### src/rtl/countdown_pkg.sv
// Shared types and constants for the BCD countdown display path.
// Holds the digit width, the timer state encoding, default wrap values and digit clamping.
package countdown_pkg;

  localparam int DIGIT_W = 4;

  localparam logic [15:0] DIGIT_MAX_MMSS = 16'h5959;
  localparam logic [7:0]  DIGIT_MAX_SS   = 8'h59;

  typedef enum logic [1:0] {
    IDLE   = 2'd0,
    RUN    = 2'd1,
    PAUSED = 2'd2,
    DONE   = 2'd3
  } state_t;

  // Non-BCD codes are larger than any legal max, so they clamp as well.
  function automatic logic [DIGIT_W-1:0] clamp_digit(input logic [DIGIT_W-1:0] d,
                                                      input logic [DIGIT_W-1:0] max);
    return (d > max) ? max : d;
  endfunction

endpackage

### src/rtl/bcd_digit_down.sv
// One BCD down-counting digit with borrow chain and synchronous load.
// Latency: 1 cycle from en/load to q; backpressure: none (enable-driven).
module bcd_digit_down
  import countdown_pkg::*;
#(
  parameter logic [DIGIT_W-1:0] MAX = 4'd9
) (
  input  logic               clock,
  input  logic               reset_n,
  input  logic               en,
  input  logic               borrow_in,
  input  logic               load,
  input  logic [DIGIT_W-1:0] load_val,
  output logic [DIGIT_W-1:0] q,
  output logic               is_zero,
  output logic               borrow_out
);

  logic [DIGIT_W-1:0] q_q, q_d;

  always_comb begin
    q_d = q_q;
    if (load) begin
      q_d = load_val;
    end else if (en && borrow_in) begin
      q_d = (q_q == '0) ? MAX : (q_q - DIGIT_W'(1));
    end
  end

  always_ff @(posedge clock or negedge reset_n) begin
    if (!reset_n) begin
      q_q <= '0;
    end else begin
      q_q <= q_d;
    end
  end

  assign q          = q_q;
  assign is_zero    = (q_q == '0);
  assign borrow_out = borrow_in & is_zero;

endmodule

### src/rtl/bcd_countdown_timer.sv
// N-digit BCD countdown timer with load/start/pause, optional auto-reload and done pulse.
// Latency: 1 cycle from any control input to bcd/state; backpressure: none (tick is a pulse).
module bcd_countdown_timer
  import countdown_pkg::*;
#(
  parameter int                            NUM_DIGITS  = 4,
  parameter logic [DIGIT_W*NUM_DIGITS-1:0] DIGIT_MAX   = DIGIT_MAX_MMSS,
  parameter bit                            AUTO_RELOAD = 1'b0
) (
  input  logic                          clock,
  input  logic                          reset_n,
  input  logic                          tick,
  input  logic                          load,
  input  logic [DIGIT_W*NUM_DIGITS-1:0] load_value,
  input  logic                          start,
  input  logic                          pause,
  output logic [DIGIT_W*NUM_DIGITS-1:0] bcd,
  output logic                          zero,
  output logic                          running,
  output logic                          done
);

  localparam int BW = DIGIT_W * NUM_DIGITS;

  state_t          state_q, state_d;
  logic [BW-1:0]   reload_q, reload_d;
  logic            running_q, running_d;
  logic            done_q, done_d;

  logic [BW-1:0]         bcd_w;
  logic [BW-1:0]         ld_clamped;
  logic [BW-1:0]         dig_load_val;
  logic                  dig_load;
  logic                  dig_en;
  logic [NUM_DIGITS-1:0] dig_zero;
  logic [NUM_DIGITS:0]   borrow;
  logic                  zero_w;
  logic                  will_zero;

  assign borrow[0] = 1'b1;

  genvar gi;
  generate
    for (gi = 0; gi < NUM_DIGITS; gi++) begin : g_digit
      bcd_digit_down #(
        .MAX(DIGIT_MAX[DIGIT_W*gi +: DIGIT_W])
      ) u_digit (
        .clock      (clock),
        .reset_n    (reset_n),
        .en         (dig_en),
        .borrow_in  (borrow[gi]),
        .load       (dig_load),
        .load_val   (dig_load_val[DIGIT_W*gi +: DIGIT_W]),
        .q          (bcd_w[DIGIT_W*gi +: DIGIT_W]),
        .is_zero    (dig_zero[gi]),
        .borrow_out (borrow[gi+1])
      );
    end
  endgenerate

  // The borrow out of the top digit is exactly "all digits zero".
  assign zero_w    = borrow[NUM_DIGITS];
  assign will_zero = (bcd_w[DIGIT_W-1:0] == DIGIT_W'(1)) && (&(dig_zero | NUM_DIGITS'(1)));

  always_comb begin
    ld_clamped = '0;
    for (int i = 0; i < NUM_DIGITS; i++) begin
      ld_clamped[DIGIT_W*i +: DIGIT_W] = clamp_digit(load_value[DIGIT_W*i +: DIGIT_W],
                                                     DIGIT_MAX[DIGIT_W*i +: DIGIT_W]);
    end
  end

  always_comb begin
    state_d      = state_q;
    reload_d     = reload_q;
    done_d       = 1'b0;
    dig_load     = 1'b0;
    dig_load_val = reload_q;
    dig_en       = 1'b0;

    if (load) begin
      dig_load     = 1'b1;
      dig_load_val = ld_clamped;
      reload_d     = ld_clamped;
      state_d      = IDLE;
    end else if (pause) begin
      if (state_q == RUN) state_d = PAUSED;
    end else if (start && (state_q != RUN)) begin
      case (state_q)
        IDLE, PAUSED: begin
          if (!zero_w) begin
            state_d = RUN;
          end else begin
            state_d = DONE;
            done_d  = ~done_q;
          end
        end
        DONE: begin
          if (reload_q != '0) begin
            dig_load = 1'b1;
            state_d  = RUN;
          end else begin
            done_d = ~done_q;
          end
        end
        default: state_d = state_q;
      endcase
    end else if (tick && (state_q == RUN)) begin
      if (!zero_w) begin
        dig_en = 1'b1;
        if (will_zero) begin
          done_d = 1'b1;
          if (!AUTO_RELOAD) state_d = DONE;
        end
      end else if (reload_q != '0) begin
        // Only reachable with auto-reload: the tick after zero restarts the period.
        dig_load = 1'b1;
      end else begin
        state_d = DONE;
      end
    end

    running_d = (state_d == RUN);
  end

  always_ff @(posedge clock or negedge reset_n) begin
    if (!reset_n) begin
      state_q   <= IDLE;
      reload_q  <= '0;
      running_q <= 1'b0;
      done_q    <= 1'b0;
    end else begin
      state_q   <= state_d;
      reload_q  <= reload_d;
      running_q <= running_d;
      done_q    <= done_d;
    end
  end

  assign bcd     = bcd_w;
  assign zero    = zero_w;
  assign running = running_q;
  assign done    = done_q;

endmodule

### config.mk
export PLATFORM = sky130hd
export DESIGN_NAME = bcd_countdown_timer
export DESIGN_NICKNAME = d
export VERILOG_FILES = /design/src/rtl/countdown_pkg.sv /design/src/rtl/bcd_digit_down.sv /design/src/rtl/bcd_countdown_timer.sv
export SDC_FILE = /design/constraint.sdc
export NUM_CORES = 1
export LEC_CHECK = 0
export BUFFER_PORTS_ARGS = -buffer_cell sky130_fd_sc_hd__buf_2
export CORE_AREA = 5 5 67 69
export DETAILED_ROUTE_END_ITERATION = 7
export DIE_AREA = 0 0 72 74
export PLACE_DENSITY = 0.77
export RECOVER_POWER = 100
export SYNTH_ARGS = -nofsm -noshare
export SYNTH_HDL_FRONTEND = slang
export SYNTH_SLANG_ARGS = --single-unit
### constraint.sdc
create_clock -name clock -period 3.2 [get_ports clock]
set_input_delay 0.48 -clock clock [delete_from_list [all_inputs] [get_ports clock]]
set_output_delay 0.48 -clock clock [all_outputs]
set_load 0.02 [all_outputs]
Word level (Yosys, flattened, before mapping). Index checks and enable logic that the tools add are counted.

Word-level logic and storage cells: 93. Input port bits: 22. Flip-flop bits (word level): 36. Output and inout port bits: 19.

Equal/unequal tests: 6. Reductions and logical operators: 18. Order comparisons: 4. Muxes and demuxes: 49. Add/sub/neg operators: 4. Bitwise gates (word level): 4.

Operators by type and width (count): two-way mux 4 bit (16); two-way mux 1 bit (20); two-way mux 2 bit (10); logical NOT 4 bit (4); two-way mux 16 bit (1); nonzero test 16 bit (1); subtractor 4 x 1 -> 4 bit, second input constant (4); > comparator 4 x 3 -> 1 bit, second input constant (2); > comparator 4 bit, second input constant (2); nonzero test 2 bit (4); logical AND 1 bit (6); == test 2 x 1 -> 1 bit, second input constant (2); == test 2 bit, second input constant (2); == test 4 x 1 -> 1 bit, second input constant (1); case mux 2 bit (2 select lines) (1); bitwise AND 1 bit (3); AND reduction 3 bit (1); logical NOT 2 bit (1); != test 2 x 1 -> 1 bit, second input constant (1); case mux 1 bit (2 select lines) (1); OR reduction 2 bit (1); NOT 1 bit (1).

Depth between registers and ports, before layout. Gate-level depths: netlist of the first run.

Word-level depth: 12. Gate-level depth with buffers: 8. Gate-level depth less buffers: 5.

By module. Synthesis of the first run repeated with hierarchy kept, for this count alone.

Cell total of the unflattened synthesis: 196. Area total of the unflattened synthesis: 1884.3 um^2.

By module, submodules not included: bcd_countdown_timer (area each 975.9 um^2, instances 1, cells an instance 100); bcd_digit_down at g_digit[0].u_digit ... (area each 229.0 um^2, instances 2, cells an instance 25); bcd_digit_down at g_digit[1].u_digit ... (area each 225.2 um^2, instances 2, cells an instance 23).

Worst setup path after synthesis of the first run. No wires, ideal clock.

Path kind: flip-flop to flip-flop. From: register g_digit[0].u_digit.q_q[0]. To: register g_digit[1].u_digit.q_q[3]. Setup slack: 1.035 ns. Arrival: 2.033 ns. Stages on the path, launching flop included: 6. Clock period less this slack: 2.165 ns. Setup time: 0.132 ns. Cell sequence: dfrtp_1 > buf_6 > or4_4 > or4b_4 > o311ai_0 > a21oi_1.

Longest elaborated chain between the ends: 11. Elaborated cells on any way between the ends: 17. Classes of those cells: mux: 11; bitwise: 3; reduce/logical: 3.

Ends and longest elaborated chain: start: declaration (line bcd_digit_down.sv:19) `logic [DIGIT_W-1:0] q_q, q_d;`; start signal: assignment (line bcd_digit_down.sv:34) `q_q <= q_d;`; logical NOT 4 bit (*) (line bcd_digit_down.sv:39) `assign is_zero = (q_q == '0);`; bitwise AND 1 bit (3 in a row) (line bcd_digit_down.sv:40) `assign borrow_out = borrow_in & is_zero;`; two-way mux 1 bit (line bcd_countdown_timer.sv:109) `if (!zero_w) begin`; two-way mux 1 bit (line bcd_countdown_timer.sv:108) `end else if (tick && (state_q == RUN)) begin`; two-way mux 1 bit (line bcd_countdown_timer.sv:88) `end else if (start && (state_q != RUN)) begin`; two-way mux 1 bit (line bcd_countdown_timer.sv:86) `end else if (pause) begin`; two-way mux 1 bit (line bcd_countdown_timer.sv:81) `if (load) begin`; logical AND 1 bit (line bcd_digit_down.sv:25) `end else if (en && borrow_in) begin`; nonzero test 2 bit (no line); end signal: assignment (line bcd_digit_down.sv:34); end: declaration (line bcd_digit_down.sv:19).

Every way passes the cells marked *; elsewhere a longest branch is shown, timed or not. A chain may end at the register's enable or synchronous reset.

Worst setup path in the final report of the first run.
From: register g_digit[3].u_digit.q_q[1]. To: register g_digit[1].u_digit.q_q[0].

Longest elaborated chain between the ends: 9. Elaborated cells on any way between the ends: 15. Classes of those cells: mux: 11; bitwise: 1; reduce/logical: 3.

Ends and longest elaborated chain (line): start: declaration (bcd_digit_down.sv:19); start signal: assignment (bcd_digit_down.sv:34); logical NOT 4 bit (*) (bcd_digit_down.sv:39); bitwise AND 1 bit (*) (bcd_digit_down.sv:40); two-way mux 1 bit (bcd_countdown_timer.sv:109); two-way mux 1 bit (bcd_countdown_timer.sv:108); two-way mux 1 bit (bcd_countdown_timer.sv:88); two-way mux 1 bit (bcd_countdown_timer.sv:86); two-way mux 1 bit (bcd_countdown_timer.sv:81); logical AND 1 bit (bcd_digit_down.sv:25); nonzero test 2 bit (no line).

Marks and branches as above.

==> results.sh, run 1 <==
export IMPL_crit_type="reg -> reg"
export IMPL_track_usage=0.185
export IMPL_clk_path_buf_depth=2
export IMPL_drt_total_wl_mm=4.79
export IMPL_endpoint_kind="flip-flop"
export IMPL_clock_sinks=36
export IMPL_ios=41
export IMPL_avgSynthCellArea_um2=9.57
export IMPL_min_period_over_period=0.797
export IMPL_met3_usage=0.0378
export IMPL_cp_slowest_cell="nor4_2"
export IMPL_clk_latency_ns=0.28
export IMPL_multi_input_area_um2=952
export IMPL_synth_area_um2=1970
export IMPL_yosysTopAreaCell="dfrtp_1"
export IMPL_cp_num_buf_inv=0
export IMPL_fin_crit_ns=2.55
export IMPL_power_switching_share=0.297
export IMPL_num_antenna_cells=0
export IMPL_violations="max-capacitance violations, max-slew violations"
export IMPL_drive_gt1_frac=0.150
export IMPL_hold_path_class="in -> reg"
export IMPL_reg2reg_setup_slack_ns=0.65
export IMPL_cts_resized_gates=0
export IMPL_fmax_ghz=0.392
export IMPL_ys_ff_latch=36
export IMPL_area_growth_pct=12.5
export IMPL_p_switching_uw=308
export IMPL_worst_path_max_fanout=10
export IMPL_max_stage_delay_ns=0.52
export IMPL_nFillCells=387
export IMPL_top_usage_layer="met2"
export IMPL_core_area_um2=3860
export IMPL_p_comb_frac=0.167
export IMPL_cp_cell_sequence="nor4_2 -> and4_1 -> o211ai_1 -> nand2_1 -> o21ai_0"
export IMPL_synth_edf_count=0
export IMPL_critPathTopFamily="simple AND/OR/NAND/NOR gates"
export IMPL_synth_cells=206
export IMPL_nNetsFinal=267
export IMPL_skew_ns=0.00213
export IMPL_setup_viol_count_final=0
export IMPL_dp_hpwl_mm=3.45
export IMPL_die_width_um=72
export IMPL_arrival_ns=2.70
export IMPL_grt_use_met1=0.244
export IMPL_critPathLaunchType="flip-flop"
export IMPL_fp_dieH_um=74
export IMPL_drt_iter0_drc=111
export IMPL_grt_remaining_overflow=0
export IMPL_register_area_um2=901
export IMPL_drtAntennaViolNets=0
export IMPL_final_area_um2=2220
export IMPL_port_buffers=40
export IMPL_avgViaCountPerCell=5.92
export IMPL_power_leakage_uw=0.000887
export IMPL_synth_seq_area_share=0.457
export IMPL_yosys_warnings=0
export IMPL_place_gp_congestion=0.834
export IMPL_setup_tns_final_ns=0
export IMPL_ir_worst_vdd_v=0.000265
export IMPL_post_cts_buffers=0
export IMPL_grt_pass1_vias=1629
export IMPL_netlist_area_leader_share=0.457
export IMPL_p_clk_frac=0.317
export IMPL_place_area_um2=2170
export IMPL_drc=0
export IMPL_rows=23
export IMPL_clockRootBuffer="clkbuf_8"
export IMPL_die_area_um2=5330
export IMPL_synth_top_cells_by_area="dfrtp_1, o21ai_0, a21oi_1, nor2_1, nand2_1"
export IMPL_htree_levels=2
export IMPL_rsz0062_at_grt="false"
export IMPL_start_util=0.511
export IMPL_max_slew_margin=-0.287
export IMPL_yosysUniqueCellTypes=52
export IMPL_maxCapViolCount=1
export IMPL_syn_num_nets=228
export IMPL_p_per_area_nw_per_um2=468
export IMPL_hold_violations=0
export IMPL_cts_made_buffers=5
export IMPL_use_met2=0.295
export IMPL_worstMarginPinSlew_ns=1.93
export IMPL_final_max_slew_viol_count=37
export IMPL_routedWlPerCell_um=16.2
export IMPL_synthArstFlopShare=1.00
export IMPL_seqPwrFrac=0.517
export IMPL_worstPathRequired_ns=3.35
export IMPL_grt_pass1_wl_mm=7.62
export IMPL_first_pass_iters=4
export IMPL_grt_max_degree=41
export IMPL_intPower_uw=730
export IMPL_num_vias=1751
export IMPL_cts_hold_buf=0
export IMPL_cts_tree="built"
export IMPL_synthFlopType="dfrtp_1"
export IMPL_outcome="finished, violations left"
export IMPL_antenna_found_initial=0
export IMPL_path_clk_slew_ns=0.07
[final timing paths]
| check | startpoint | to | cells after the start |
|---|---|---|---|
| worst min-delay path | load_value[15] | reload_q[13] | 2 |
| worst max-delay path | g_digit[3].u_digit.q[1] | g_digit[1].u_digit.q[0] | 5 |
| min in group asynchronous | reset_n | running | 1 |
| worst min register to register | reload_q[2] | reload_q[2] | 1 |
| worst max register to register | g_digit[3].u_digit.q[1] | g_digit[1].u_digit.q[0] | 5 |
| max in group asynchronous | reset_n | done | 1 |
[layout by cell type (no fill, tap or decap), types with 6 or more instances in the layout]
| cell type | instances |
|---|---|
| buf_2 | 19 |
| dfrtp_1 | 36 |
| clkbuf_8 | 6 |
| nor4_1 | 6 |
| nor3_1 | 8 |
| clkbuf_1 | 23 |
| nor2_1 | 16 |
| inv_1 | 8 |
| o21ai_0 | 19 |
| nand2_1 | 15 |
| a21oi_1 | 17 |
[power groups by stage]
stage	Clock [µW]	Sequential, µW	Combinational [µW]
2_1_floorplan	0	556	98.2
3_3_place_gp	0	541	178
3_5_place_dp	0	544	180
4_1_cts	336	535	181
5_1_grt	358	541	192
6_report	329	536	173
[layer usage]
layer  up-vias  wire [µm]
met1       841       2160
met2        55       2300
li1        849          -
met4         0         49
met3         6        271
met5         -          0
[synthesized netlist by cell type, drive strengths merged (3+ instances only)]
cell type / count
nor2: 16
nor4: 10
nand3: 5
nand2: 15
or3: 3
o2bb2ai: 5
nor3: 9
inv: 8
a211oi: 5
xnor2: 5
clkbuf: 4
buf: 5
nand4: 5
nor2b: 3
a211o: 3
a21oi: 17
o21ai: 20
dfrtp: 36
[through the flow]
step                      cells  utilization  power, µW  setup slack (ns)  hold slack (ns)
after floorplan             206            -        654              1.03            0.184
after global placement      288        0.562        720             0.869            0.514
after detailed placement    288        0.562        724             0.754            0.508
after CTS                   296        0.585       1050             0.734            0.300
after global routing        296        0.575       1090             0.382            0.447
final                       296        0.575       1040             0.651            0.440
[sequential cells by signal, summed over array words and instances (netlist names)]
signal	flops
running	1
state_q	2
g_digit.u_digit.q	16
done	1
reload_q	16
[area by class of cell]
class,instances,share of cell area
multi-input combinational,153,0.429
sequential,36,0.406
timing repair buffer,41,0.0818
clock buffer,8,0.0406
tap,50,0.0282
inverter,8,0.0135
[kinds of logic (layout without fill, tap and decap cells)]
kind of cell,Yosys count,after routing,synth area share
simple gates,81,81,0.241
flops,36,36,0.457
mux,2,2,0.0114
buf+inv,17,57,0.0527
xor+xnor,6,6,0.0267
compound gates,64,64,0.211
Power figures use the tool's default switching activity.
==> inputs of run 2 (changes only) <==
CORE_AREA = 5 5 70 72   (was 5 5 67 69)
DIE_AREA = 0 0 75 77   (was 0 0 72 74)
PLACE_DENSITY = 0.73   (was 0.77)
clock period = 2.3 ns   (was 3.2 ns; I/O delays follow)
==> run 2 against run 1 <==
The run still ends with max-capacitance violations, max-slew violations left. Via count up 1.9%. Clock skew up 0.0051 ns. Die area up 8.4%. Non-clock buffer count up 11. Fmax up 18%. Global-route usage up 1.1 points. Critical path depth unchanged. Critical endpoint is now g_digit[3].u_digit.q[1].
==> results.sh, run 2 (synthesized netlist as in run 1, its figures left out) <==
export IMPL_outcome="finished, violations left"
export IMPL_violations="max-capacitance violations, max-slew violations"
export IMPL_max_stage_delay_ns=0.58
export IMPL_critPathLaunchType="flip-flop"
export IMPL_fp_dieH_um=77
export IMPL_core_area_um2=4230
export IMPL_routedWlPerCell_um=16.2
export IMPL_rows=24
export IMPL_dp_hpwl_mm=3.68
export IMPL_worstMarginPinSlew_ns=1.93
export IMPL_die_area_um2=5780
export IMPL_maxCapViolCount=1
export IMPL_min_period_over_period=0.942
export IMPL_area_growth_pct=17.3
export IMPL_final_area_um2=2310
export IMPL_drt_iter0_drc=116
export IMPL_hold_violations=0
export IMPL_nNetsFinal=278
export IMPL_die_width_um=75
export IMPL_num_antenna_cells=0
export IMPL_path_clk_slew_ns=0.07
export IMPL_avgViaCountPerCell=5.79
export IMPL_fmax_ghz=0.462
export IMPL_htree_levels=2
export IMPL_port_buffers=40
export IMPL_crit_type="reg -> reg"
export IMPL_worstPathRequired_ns=2.51
export IMPL_max_slew_margin=-0.285
export IMPL_drtAntennaViolNets=0
export IMPL_arrival_ns=2.38
export IMPL_drt_total_wl_mm=4.99
export IMPL_start_util=0.465
export IMPL_cp_slowest_cell="or4_1"
export IMPL_grt_pass1_wl_mm=8.65
export IMPL_post_cts_buffers=0
export IMPL_antenna_found_initial=0
export IMPL_p_per_area_nw_per_um2=614
export IMPL_fin_crit_ns=2.17
export IMPL_place_gp_congestion=0.884
export IMPL_final_common_cell="dfrtp_1"
export IMPL_ios=41
export IMPL_first_pass_iters=4
export IMPL_setup_tns_final_ns=0
export IMPL_rsz0062_at_grt="false"
export IMPL_power_leakage_uw=0.000937
export IMPL_cts_hold_buf=0
export IMPL_grt_max_degree=40
export IMPL_hold_path_class="in -> reg"
export IMPL_clockRootBuffer="clkbuf_8"
export IMPL_clk_path_buf_depth=2
export IMPL_track_usage=0.196
export IMPL_final_max_slew_viol_count=37
export IMPL_ir_worst_vdd_v=0.000450
export IMPL_drc=0
export IMPL_clock_sinks=36
export IMPL_cts_made_buffers=5
export IMPL_layout_common_cells="dfrtp_1, buf_2, clkbuf_1"
export IMPL_clk_latency_ns=0.28
export IMPL_setup_viol_count_final=0
export IMPL_cts_resized_gates=0
export IMPL_num_vias=1784
export IMPL_worst_path_max_fanout=6
export IMPL_cp_cell_sequence="or2_1 -> or3_1 -> or4_1 -> or3_1 -> nand4_1"
export IMPL_endpoint_kind="flip-flop"
export IMPL_cp_common_cell="or3_1"
export IMPL_cts_tree="built"
export IMPL_place_area_um2=2250
export IMPL_grt_pass1_vias=1784
export IMPL_grt_remaining_overflow=0
export IMPL_drive_gt1_frac=0.195
export IMPL_skew_ns=0.00721
==> run 2: layout make-up <==
cell class | count | area [µm²]
Clock buffer | 6 | 72.6
Inverter | 8 | 30.0
Tap cell | 52 | 65.1
Timing Repair Buffer | 52 | 262
Clock inverter | 1 | 5.00
Sequential cell | 36 | 901
Fill cell | 401 | 1920
Multi-Input combinational cell | 153 | 977
==> run 2: metrics by stage <==
| stage | hold slack (ns) | power [µW] | worst slack (ns) | utilization | cells |
|---|---|---|---|---|---|
| 5_1_grt | 0.310 | 1510 | 0.00226 | 0.546 | 308 |
| 3_5_place_dp | 0.489 | 1020 | 0.134 | 0.532 | 301 |
| 6_report | 0.309 | 1420 | 0.133 | 0.546 | 308 |
| 4_1_cts | 0.178 | 1440 | 0.129 | 0.550 | 308 |
| 2_1_floorplan | 0.0494 | 910 | 0.135 | - | 206 |
| 3_3_place_gp | 0.482 | 1020 | 0.171 | 0.532 | 301 |
==> run 2: final timing paths <==
kind | start | endpoint | slack [ns] | cells past startpoint
min reg2reg | reload_q[2] | reload_q[2] | 0.53 | 1
max | g_digit[2].u_digit.q[1] | g_digit[3].u_digit.q[1] | 0.13 | 5
max in group asynchronous | reset_n | reload_q[4] | 0.59 | 1
max reg2reg | g_digit[2].u_digit.q[1] | g_digit[3].u_digit.q[1] | 0.13 | 5
min | load_value[15] | reload_q[13] | 0.31 | 2
min in group asynchronous | reset_n | g_digit[2].u_digit.q[1] | 0.59 | 1
==> run 2: where the power goes <==
| part | internal [µW] | switching (µW) | total [µW] |
|---|---|---|---|
| registers | 681 | 60.2 | 741 |
| clock network | 206 | 206 | 412 |
| logic | 104 | 162 | 267 |
==> run 2: critical path, delay by kind of cell (launching register included) <==
kind             cells  cell delay, ns
flip-flops           1            0.44
AND/OR/NAND/NOR      5            1.65
==> run 2: metal layers <==
layer,GRT usage,part of all wire,up-vias
met5,0,0,-
met4,0.0783,0.021,0
met3,0.0458,0.068,9
met2,0.289,0.45,54
met1,0.274,0.46,854
li1,-,-,867
